==> src/rtl/divider_32.sv <==
`default_nettype none
// +----------------------------------------------------------------------------+
// | Module   : divider_32                                                      |
// | Purpose  : Iterative radix-2 restoring divider for RV32M DIV/DIVU/REM/REMU. |
// |            One quotient bit per cycle, start/busy/done handshake, with the |
// |            RISC-V divide-by-zero and signed-overflow results produced      |
// |            directly from IDLE.                                             |
// | Ports    : clk    - rising-edge clock                                      |
// |            reset  - synchronous active-high reset                          |
// |            flush  - synchronous abort of the in-flight operation           |
// |            start  - request, sampled only while busy=0                     |
// |            op     - funct3[1:0]: 00 DIV, 01 DIVU, 10 REM, 11 REMU          |
// |            D_inA  - dividend (rs1)                                         |
// |            D_inB  - divisor (rs2)                                          |
// |            busy   - operation in flight                                    |
// |            done   - one-cycle pulse, R valid                               |
// |            R      - result, held until the next accepted start             |
// | Revision : 1.0 - initial release                                           |
// +----------------------------------------------------------------------------+
module divider_32 (
  input  logic        clk,
  input  logic        reset,
  input  logic        flush,
  input  logic        start,
  input  logic [1:0]  op,
  input  logic [31:0] D_inA,
  input  logic [31:0] D_inB,
  output logic        busy,
  output logic        done,
  output logic [31:0] R
);

  localparam logic [31:0] C_INT_MIN = 32'h8000_0000;
  localparam logic [31:0] C_ALL_ONE = 32'hFFFF_FFFF;

  typedef enum logic [1:0] {
    IDLE = 2'd0,
    CALC = 2'd1,
    FIX  = 2'd2,
    DONE = 2'd3
  } state_t;

  state_t      r_state;
  state_t      w_next;

  logic        r_op_rem;   // op[1]: 1 selects remainder
  logic [32:0] r_rem;      // partial remainder
  logic [31:0] r_dvd;      // dividend magnitude, becomes the quotient
  logic [31:0] r_dvs;      // divisor magnitude
  logic        r_qsign;
  logic        r_rsign;
  logic [4:0]  r_count;
  logic [31:0] r_result;

  logic        w_signed;
  logic        w_div_zero;
  logic        w_ovf;
  logic        w_special;
  logic [31:0] w_special_res;
  logic [31:0] w_abs_a;
  logic [31:0] w_abs_b;
  logic [33:0] w_shift;
  logic [33:0] w_diff;
  logic        w_neg;

  // Operand decode for the IDLE decision
  assign w_signed   = ~op[0];
  assign w_div_zero = (D_inB == 32'd0);
  assign w_ovf      = w_signed && (D_inA == C_INT_MIN) && (D_inB == C_ALL_ONE);
  assign w_special  = w_div_zero || w_ovf;

  always_comb begin
    w_special_res = 32'd0;
    if (w_div_zero) begin
      w_special_res = op[1] ? D_inA : C_ALL_ONE;
    end else begin
      w_special_res = op[1] ? 32'd0 : C_INT_MIN;
    end
  end

  // |INT_MIN| wraps to 0x80000000, which is the correct unsigned magnitude.
  assign w_abs_a = (w_signed && D_inA[31]) ? (~D_inA + 32'd1) : D_inA;
  assign w_abs_b = (w_signed && D_inB[31]) ? (~D_inB + 32'd1) : D_inB;

  // Restoring step: one extra headroom bit makes the trial sign explicit.
  assign w_shift = {r_rem, r_dvd[31]};
  assign w_diff  = w_shift - {2'b00, r_dvs};
  assign w_neg   = w_diff[33];

  // State register
  always_ff @(posedge clk) begin
    if (reset) begin
      r_state <= IDLE;
    end else if (flush) begin
      r_state <= IDLE;
    end else begin
      r_state <= w_next;
    end
  end

  // Next state and handshake outputs
  always_comb begin
    w_next = r_state;
    busy   = (r_state != IDLE);
    done   = 1'b0;
    case (r_state)
      IDLE: begin
        if (start) begin
          w_next = w_special ? DONE : CALC;
        end
      end
      CALC: begin
        if (r_count == 5'd31) begin
          w_next = FIX;
        end
      end
      FIX: begin
        w_next = DONE;
      end
      DONE: begin
        done   = 1'b1;
        w_next = IDLE;
      end
      default: begin
        w_next = IDLE;
      end
    endcase
  end

  // Datapath; flush freezes everything so R keeps its last value.
  always_ff @(posedge clk) begin
    if (reset) begin
      r_op_rem <= 1'b0;
      r_rem    <= 33'd0;
      r_dvd    <= 32'd0;
      r_dvs    <= 32'd0;
      r_qsign  <= 1'b0;
      r_rsign  <= 1'b0;
      r_count  <= 5'd0;
      r_result <= 32'd0;
    end else if (!flush) begin
      case (r_state)
        IDLE: begin
          if (start) begin
            r_op_rem <= op[1];
            r_dvd    <= w_abs_a;
            r_dvs    <= w_abs_b;
            r_qsign  <= w_signed && (D_inA[31] ^ D_inB[31]);
            r_rsign  <= w_signed && D_inA[31];
            r_rem    <= 33'd0;
            r_count  <= 5'd0;
            if (w_special) begin
              r_result <= w_special_res;
            end
          end
        end
        CALC: begin
          r_rem   <= w_neg ? w_shift[32:0] : w_diff[32:0];
          r_dvd   <= {r_dvd[30:0], ~w_neg};
          r_count <= r_count + 5'd1;
        end
        FIX: begin
          if (r_op_rem) begin
            r_result <= r_rsign ? (~r_rem[31:0] + 32'd1) : r_rem[31:0];
          end else begin
            r_result <= r_qsign ? (~r_dvd + 32'd1) : r_dvd;
          end
        end
        default: begin
        end
      endcase
    end
  end

  assign R = r_result;

endmodule
`default_nettype wire
==> config.mk <==
export PLATFORM = sky130hd
export DESIGN_NAME = divider_32
export DESIGN_NICKNAME = d
export VERILOG_FILES = /design/src/rtl/divider_32.sv
export SDC_FILE = /design/constraint.sdc
export NUM_CORES = 1
export LEC_CHECK = 0
export CAP_MARGIN = 0
export CORE_MARGIN = 5
export CORE_UTILIZATION = 60
export CTS_CLUSTER_SIZE = 30
export DETAILED_ROUTE_END_ITERATION = 10
export GPL_ROUTABILITY_DRIVEN = 0
export PLACE_DENSITY = 0.83
export SLEW_MARGIN = 20
export SYNTH_ARGS = -nofsm -noshare
export SYNTH_HDL_FRONTEND = slang
export SYNTH_SLANG_ARGS = --single-unit
==> constraint.sdc <==
create_clock -name clk -period 6.3 [get_ports clk]
set_clock_uncertainty 0.15 [all_clocks]
set_input_delay 0.945 -clock clk [delete_from_list [all_inputs] [get_ports clk]]
set_output_delay 0.945 -clock clk [all_outputs]
set_load 0.01 [all_outputs]
==> summary.txt <==
Clock network
  • Worst-path clk slew: around 0.060 ns
  • CTS Buf Count: 17
  • Postcts setup bufs: 0
  • CTS tree: yes
  • Clock tree buffer depth: 2
  • Root buf cell: clkbuf_16
  • Skew-Pair Late Insertion Delay: between 0.4 and 0.5 ns
  • CTS sink count: 139
  • Post_cts resized: 0
  • CTS Hold Buffers Added: 0
  • H-tree levels: 4

Synthesis
  • Synth top area share: 0.265
  • Distinct cell type count after synthesis: 71
  • Mapped cell area: 10500 um2
  • Cell accounting for the most synthesized area: dfxtp_1
  • Sequential share of the synthesized area: 0.265
  • Yosys warnings: 0
  • Synth Flop Type: dfxtp_1
  • Avg Synthesized Cell Area: 7.31 um2
  • Post-synth EDFFs: 0
  • Synthesis-stage register bit count: between 100 and 150
  • Total nets after synthesis: between 1.5k and 2k
  • Post-synthesis async set-or-reset flop share: 0
  • Post-Synthesis Cells: between 1k and 1.5k
  • Top cells by area, synth: dfxtp_1 (26%), nand2_1 (7.6%), xnor2_1 (6.7%)

Floorplanning
  • DIE WIDTH: 142 um
  • Initial core utilization: 0.610
  • IO Pins: around 100
  • DIE AREA: 20300 um2
  • FP Rows: 48
  • Die height: 142 um
  • Core area: 17200 um2

Critical path
  • Critical path type: in2reg
  • R2r endpoint: r_rem[32]$_SDFFE_PP0P_
  • Reg-to-reg critical path startpoint: r_rem[22]$_SDFFE_PP0P_
  • Worst path max stage delay: 0.48 ns
  • Slowest CP cell: or4b_1
  • FF-to-FF setup slack: 2.36 ns
  • CP Max Fanout: 9
  • Setup crit start: D_inA[0]
  • Crit path max-delay family: simple AND/OR/NAND/NOR gates
  • Crit path cell chain: clkdlybuf4s50_1, inv_1, ha_1, or4b_1, or3_1, nor4b_2, nand2_1, o21ai_2, a21oi_2, nor3_2, o221ai_1, o21ai_0
  • WP buf/inv: 2
  • Worst Path Required: 6.50 ns
  • CP endpoint kind: register
  • Cell depth of the worst flop-to-flop path: 10
  • Crit path launch type: primary input
  • CP Data Arrival Time: 4.48 ns

Timing
  • Slew Viols, Final: 0
  • Fin. Hold Viols: 0
  • Final setup violation count: 0
  • Setup TNS: 0 ns
  • WHS: 0.301 ns
  • Period Utilization, post-route: 0.679
  • Relative slew margins: 0.290
  • RSZ-0062 raised after global routing: no
  • Min Tclk post-route: 4.28 ns
  • Setup ws final: 2.02 ns
  • Fmax achieved: 234 MHz
  • Worst Tran Pin Value: around 1.1 ns

Finish
  • Share of layout cells above drive strength 1: 0.0452
  • Fill cells: 1416
  • Final Util: 0.711
  • Multi-input logic area: 7220 um2
  • Antenna cells: 0
  • Register area: around 2800 um2
  • Finished Layout Cells: roughly 1.7k
  • Final #Nets: 1606
  • Final instance area: between 10000 and 15000 um2
  • Area grow syn2layout: 16.6%

Worst hold path
  • HP Class: reg2reg
  • Hold_sp: R[27]$_SDFFE_PP0P_
  • Hold path cells: 2
  • Hold EP: R[27]$_SDFFE_PP0P_

Placed design
  • Placed Instance Area: around 12000 um2
  • Pre-CTS setup slack: 1.65 ns
  • Placed Cells: 1698
  • HPWL after DPL: roughly 23 mm
  • Buffers on Ports: 103

Pwr
  • Leak: 4.51 nW
  • Pwr Density: approximately 210 nW/um2
  • Tot Pwr: 2.52 mW
  • Worst VDD drop: 0.210 mV

GRT
  • Antenna violations before repair: 0
  • Grt ovf: 0
  • Number of global-route vias before repair: 10.1k
  • Largest net degree at the start of global routing: 62
  • Tot GR Track Use: 0.301
  • First-pass GRT wire length: 50.2 mm

Detailed routing
  • Routed WL: just over 30 mm
  • DRC violations left: 0
  • Detail Route Antenna Nets: 0
  • First drt pass iteration count: 6
  • DR vias/cell: around 6.3
  • Wire per inst: 17.7 um
  • Starting DRT DRC Count: 1293
  • Vias: 10.9k

Run status
  • Status: completed

Run
  • Max Cap Violations: 0
==> worst max path at each step <==
stage,end,slack [ns],cells after the start
global placement,R[30]$_SDFFE_PP0P_,1.84,12
finish,R[30]$_SDFFE_PP0P_,2.02,12
floorplan,R[21]$_SDFFE_PP0P_,2.58,12
global route,R[30]$_SDFFE_PP0P_,1.81,12
detailed placement,R[30]$_SDFFE_PP0P_,1.65,12
CTS,R[30]$_SDFFE_PP0P_,2.08,12
==> cell usage in the layout, fill, tap and decap left out, types with 12 or more instances in the layout <==
| master | n |
|---|---|
| mux2i_1 | 28 |
| nand3_1 | 22 |
| o41ai_1 | 15 |
| or3_1 | 15 |
| o31ai_1 | 29 |
| xor2_1 | 69 |
| dfxtp_1 | 139 |
| nor2b_1 | 23 |
| a21o_1 | 12 |
| buf_4 | 14 |
| xnor2_1 | 79 |
| inv_1 | 60 |
| nand4_1 | 12 |
| nand2_1 | 213 |
| clkdlybuf4s50_1 | 102 |
| or4_1 | 13 |
| ha_1 | 42 |
| nand2b_1 | 12 |
| a211oi_1 | 31 |
| o21ai_0 | 126 |
| nor2_1 | 111 |
| a21oi_1 | 115 |
| nor3_1 | 33 |
| clkbuf_16 | 17 |
| a31oi_1 | 15 |
==> worst reg2reg max path: cells and delay by family (launching register included) <==
kind	cells	cell delay (ns)
AOI/OAI and AO/OA	6	2.17
adders and majority gates	1	0.36
DFF	1	0.45
muxes	1	0.37
and+or+nand+nor	2	0.33
==> power breakdown <==
group | switching (mW) | internal (mW) | total (mW) | leakage, nW
Sequential | 0.0330 | 0.910 | 0.943 | 1.13
Combinational | 0.313 | 0.213 | 0.526 | 3.09
Clock | 0.406 | 0.645 | 1.05 | 0.284
Total | 0.752 | 1.77 | 2.52 | 4.51
==> per-layer routing <==
| metal | up-vias | track usage | part of all wire |
|---|---|---|---|
| met3 | 79 | 0.0575 | 0.087 |
| met4 | 0 | 0.0940 | 0.029 |
| li1 | 5222 | - | - |
| met1 | 5065 | 0.408 | 0.43 |
| met5 | - | 0 | 0 |
| met2 | 525 | 0.486 | 0.45 |
==> flip-flops by register name, indices dropped and copies added, names as in the netlist <==
signal and cells:
R 32, r_count 5, r_dvd 32, r_dvs 32
r_op_rem 1, r_qsign 1, r_rem 33, r_rsign 1
r_state 2
==> kinds of logic (layout without fill, tap and decap cells) <==
family | after synthesis | after routing | synth area share
and+or+nand+nor | 503 | 503 | 0.220
AOI/OAI and AO/OA | 431 | 431 | 0.258
xor gates and xnor gates | 149 | 149 | 0.124
buffers and inverters | 143 | 209 | 0.0512
DFF | 139 | 139 | 0.265
adders and majority gates | 44 | 44 | 0.0531
muxes | 30 | 30 | 0.0288
==> cell usage after synthesis, types with 22 or more instances <==
| library cell | number |
|---|---|
| nor3_1 | 33 |
| nor2b_1 | 23 |
| dfxtp_1 | 139 |
| o21ai_0 | 126 |
| a211oi_1 | 31 |
| o31ai_1 | 29 |
| nand3_1 | 22 |
| clkbuf_1 | 76 |
| ha_1 | 43 |
| mux2i_1 | 28 |
| xor2_1 | 69 |
| xnor2_1 | 80 |
| nand2_1 | 213 |
| inv_1 | 60 |
| a21oi_1 | 115 |
| nor2_1 | 114 |
==> area by class of cell <==
type	instances	share of cell area
clock inverter	13	0.0136
tap	225	0.0230
clock buffer	19	0.0369
timing repair buffer	117	0.0922
sequential	139	0.227
inverter	60	0.0184
multi-input combinational	1157	0.589
(Power assumes the default switching activity.)
==> RTL edit 1: new RTL, same flow settings <==
Add an input register stage for `D_inB`; this delays it by one clock. The other inputs are not delayed to match.
--- a/src/rtl/divider_32.sv
+++ b/src/rtl/divider_32.sv
@@ -42,2 +42,8 @@
 
+  logic [31:0] D_inB_q;
+
+  always_ff @(posedge clk) begin
+    D_inB_q <= D_inB;
+  end
+
   state_t      r_state;
@@ -67,4 +73,4 @@
   assign w_signed   = ~op[0];
-  assign w_div_zero = (D_inB == 32'd0);
-  assign w_ovf      = w_signed && (D_inA == C_INT_MIN) && (D_inB == C_ALL_ONE);
+  assign w_div_zero = (D_inB_q == 32'd0);
+  assign w_ovf      = w_signed && (D_inA == C_INT_MIN) && (D_inB_q == C_ALL_ONE);
   assign w_special  = w_div_zero || w_ovf;
@@ -82,3 +88,3 @@
   assign w_abs_a = (w_signed && D_inA[31]) ? (~D_inA + 32'd1) : D_inA;
-  assign w_abs_b = (w_signed && D_inB[31]) ? (~D_inB + 32'd1) : D_inB;
+  assign w_abs_b = (w_signed && D_inB_q[31]) ? (~D_inB_q + 32'd1) : D_inB_q;
 
@@ -147,3 +153,3 @@
             r_dvs    <= w_abs_b;
-            r_qsign  <= w_signed && (D_inA[31] ^ D_inB[31]);
+            r_qsign  <= w_signed && (D_inA[31] ^ D_inB_q[31]);
             r_rsign  <= w_signed && D_inA[31];
Function: changed (Yosys sat finds a counterexample within 4 cycles, from zero or initial values and one cycle with reset high).
==> RTL edit 1 against the unedited design <==
  * Combinational power is 9.7% lower
  * Routed wire length fell by 0.85%
  * Sequential cell count increased by 32
  * Global-route usage is 3.1 points lower
  * Synthesized area increased by 6.7%
  * Design area grew 5.2%
  * Clock power shrank 4%
  * Setup slack worse by 0.37 ns
  * Total power up 5.5%
==> RTL edit 1: results (changes against the unedited design) <==
status complete, no violations; Clk Latency, worst-skew pair around 0.44 ns; crit-path max FO 22 (+13); initial antenna violation count 0 (unchanged); Peak supply drop 0.000251 V (+19%); total setup buffers inserted after CTS 0 (unchanged); Final Instance Count excl. Fillers 1749 (+1.1%); Synth top cells by count nand2_1, dfxtp_1, o21ai_0; htree depth 4 (unchanged); slowest CP cell nor4_1; P_leak 4.64 nW (+2.9%); ANT cells 0 (unchanged); Max clock buf depth 2 (unchanged); drt first pass iters 6 (unchanged); Worst EP arrival 4.81 ns (+0.33 ns); initial DRC count 1369 (+5.9%); number of flip-flops in the largest register 33 (unchanged); mean area per synthesized cell 7.74 um^2 (+5.9%); share of post-route cells with drive strength above 1 5.15% (+0.63 points); largest net degree at the start of global routing 67 (+8.1%); Syn. warnings 0 (unchanged); Buffers on Ports 103 (unchanged); Post-Place Worst Slack 1.34 ns (-0.315 ns); Placed Area 12300 um^2 (+6.1%); max_slew headroom 20.7% (-8.3 points); Fillers 1490 (+5.2%); P_sw 0.782 mW (+4.0%); dpl hpwl 21.7 mm (-3.8%); vias in the first global route 9739 (-4.0%); Synth Net Count 1563 (+0.64%); CTS root buffer clkbuf_16; synth unique cells 71 (unchanged); Routed wire per std cell 17.4 um (-1.9%); register area share after synthesis 30.5% (+4.1 points); total CTS buffers 17 (unchanged); top post-synthesis cells by area dfxtp_1, nand2_1, xnor2_1; GRT Total Usage 26.9% (-3.1 points); via count 10900 (-0.30%); slowest cell delay on critical path 0.74 ns (+0.26 ns); first-pass GRT wire length 48.3 mm (-3.8%); worst min path class reg2reg; total negative slack 0 ns (unchanged); Largest Register r_rem
==> RTL edit 1: worst min-delay path: stages (launching register included) <==
cell,delay [ns]
dfxtp_1,0.32
nand2_1,0.05
o21ai_1,0.05
==> RTL edit 1: worst paths after layout <==
kind | slack [ns] | endpoint | startpoint | depth (start not counted)
setup / recovery | 1.65 | R[12] | D_inA[2] | 12
hold reg to reg | 0.31 | R[29] | R[29] | 2
setup reg to reg | 2.09 | R[12] | D_inB_q[0] | 12
hold / removal | 0.31 | R[29] | R[29] | 2
==> RTL edit 1: metal layers <==
metal  part of all wire, %  up-vias  GRT usage (%)
li1                      -     5313              -
met1                    42     4949           35.7
met2                    46      523           44.5
met3                   8.7       73           4.19
met4                   3.0        0           10.1
met5                     0        -              0
==> RTL edit 1: layout make-up <==
cell class / instances / area, um^2 / area share, %
Inverter: 56 / 210 / 1.63
Clock buffer: 18 / 439 / 3.40
Multi-Input combinational cell: 1141 / 7290 / 56.5
Clock inverter: 12 / 115 / 0.892
Tap cell: 234 / 293 / 2.27
Sequential cell: 171 / 3420 / 26.5
Timing Repair Buffer: 117 / 1130 / 8.78
==> RTL edit 1: logic make-up after synthesis <==
group	after synthesis	synth area share [%]
AND/OR/NAND/NOR	469	19.5
AO/OA/AOI/OAI	451	26.0
flip-flops	171	30.5
XOR/XNOR	142	11.1
buffers and inverters	137	4.85
adder cells (fa/ha/maj)	44	4.98
multiplexers	35	3.12
==> RTL edit 1: power by group through the flow <==
stage	clock network (mW)	registers (mW)	logic, mW
after floorplan	0	1.18	0.333
after global placement	0	1.19	0.452
after detailed placement	0	1.19	0.460
after CTS	1.02	1.17	0.466
after global routing	1.06	1.18	0.518
final	1.01	1.17	0.475
==> RTL edit 2: new RTL, config.mk and constraints unchanged <==
Without the edit above. The 4 states of `state_t` get a one-hot encoding in 4 bits.
--- a/src/rtl/divider_32.sv
+++ b/src/rtl/divider_32.sv
@@ -35,7 +35,7 @@
 
-  typedef enum logic [1:0] {
-    IDLE = 2'd0,
-    CALC = 2'd1,
-    FIX  = 2'd2,
-    DONE = 2'd3
+  typedef enum logic [3:0] {
+    IDLE = 4'b0001,
+    CALC = 4'b0010,
+    FIX  = 4'b0100,
+    DONE = 4'b1000
   } state_t;
Function: no difference found for any inputs over 4 cycles, from zero or initial values and one cycle with reset high; so few cycles prove little.
==> RTL edit 2 against the unedited design <==
  * Routed wire length grew 2.4%
  * Hold slack gained 0.0060 ns
  * Sequential cell count rose by 2
  * Setup slack got worse by 0.21 ns
  * Synthesized area about the same
  * Total power down 3.2%
  * Clock power is 5% lower
  * Design area hardly changed
  * Critical endpoint is now R[20]
  * Largest cell class unchanged
==> RTL edit 2: results (changes against the unedited design) <==
crit-path max FO 47 (+38); initial DRC count 1218 (-5.8%); adder-cell share of the synthesized area 4.84% (-0.47 points); synth unique cells 70 (-1.4%); Synth top cells by count nor2_1, nand2_1, dfxtp_1; max_slew headroom 36.6% (+7.7 points); share of post-route cells with drive strength above 1 4.68% (+0.16 points); Synth Instances 1406 (-2.3%); top post-synthesis cells by area dfxtp_1, xnor2_1, nor2_1; XOR/XNOR Fraction of Synth Area 12.3% (-0.16 points); fin nets 1573 (-2.1%); vias in the first global route 9745 (-3.9%); mux cell area share after synthesis 2.19% (-0.69 points); status complete, no violations; Critical Path Source D_inA[24]; dpl hpwl 22.5 mm (-0.19%); slowest CP cell nor4_1; Final Instance Count excl. Fillers 1699 (-1.8%); largest net degree at the start of global routing 67 (+8.1%); Int Pwr 1.72 mW (-2.5%); drt first pass iters 5 (-1); via count 10900 (-0.28%); P_leak 4.39 nW (-2.5%); register area share after synthesis 26.9% (+0.40 points); Compound-Gate Fraction of Synth Area 26.7% (+0.91 points)
==> RTL edit 2: changes by cell type in the layout (fill, tap and decap cells not counted), moves of 16 or more <==
cell,unedited run,this run
o21ai_0,126,106
a311oi_1,5,21
o211ai_1,11,30
a211oi_1,31,62
nand2_1,213,144
nor2_1,111,166
a21oi_1,115,92
==> RTL edit 2: final timing paths <==
| kind | to | slack, ns |
|---|---|---|
| setup / recovery | R[20] | 1.81 |
| hold / removal | r_dvs[30] | 0.31 |
| setup reg to reg | r_rem[29] | 2.33 |
| hold reg to reg | r_dvs[30] | 0.31 |
==> RTL edit 2: cell type report <==
class | instances | area (um^2)
multi-input combinational | 1128 | 7200
fill | 1401 | 4980
sequential | 141 | 2820
timing repair buffer | 121 | 1180
clock buffer | 20 | 457
tap | 225 | 282
inverter | 54 | 203
clock inverter | 10 | 118
==> RTL edit 2: metal layers <==
metal | vias to the layer above | wire, um | track usage, %
li1 | 5225 | - | -
met5 | - | 0 | 0
met1 | 5025 | 13500 | 41.4
met3 | 56 | 2850 | 6.22
met2 | 554 | 14300 | 48.0
met4 | 0 | 758 | 9.15
==> RTL edit 2: power groups by stage <==
stage                     clock (mW)  sequential, mW  combinational [mW]
after floorplan                    0           0.960               0.329
after CTS                       1.00           0.951               0.479
final                          0.997           0.952               0.490
after global placement             0           0.969               0.465
after global routing            1.04           0.955               0.535
after detailed placement           0           0.970               0.472
==> RTL edit 2: logic make-up after synthesis <==
group,count (synthesis)
simple gates,493
compound gates,425
xor+xnor,147
flops,141
buf+inv,137
fa+ha+maj,40
mux,23
==> RTL edit 2: critical path: cells and delay by family <==
family | cells | cell delay, ns
simple gates | 4 | 2.00
buf+inv | 2 | 0.96
compound gates | 3 | 0.74
==> RTL edit 2: per-stage QoR <==
stage	instance area [um^2]	util, %	setup slack [ns]	hold WS [ns]
final	12300	71.1	1.81	0.307
after global routing	12300	71.1	1.76	0.347
after CTS	12200	71.0	1.88	0.306
after detailed placement	11700	67.6	1.47	0.298
after global placement	11700	67.6	1.53	0.290
after floorplan	10500	-	2.70	0.282
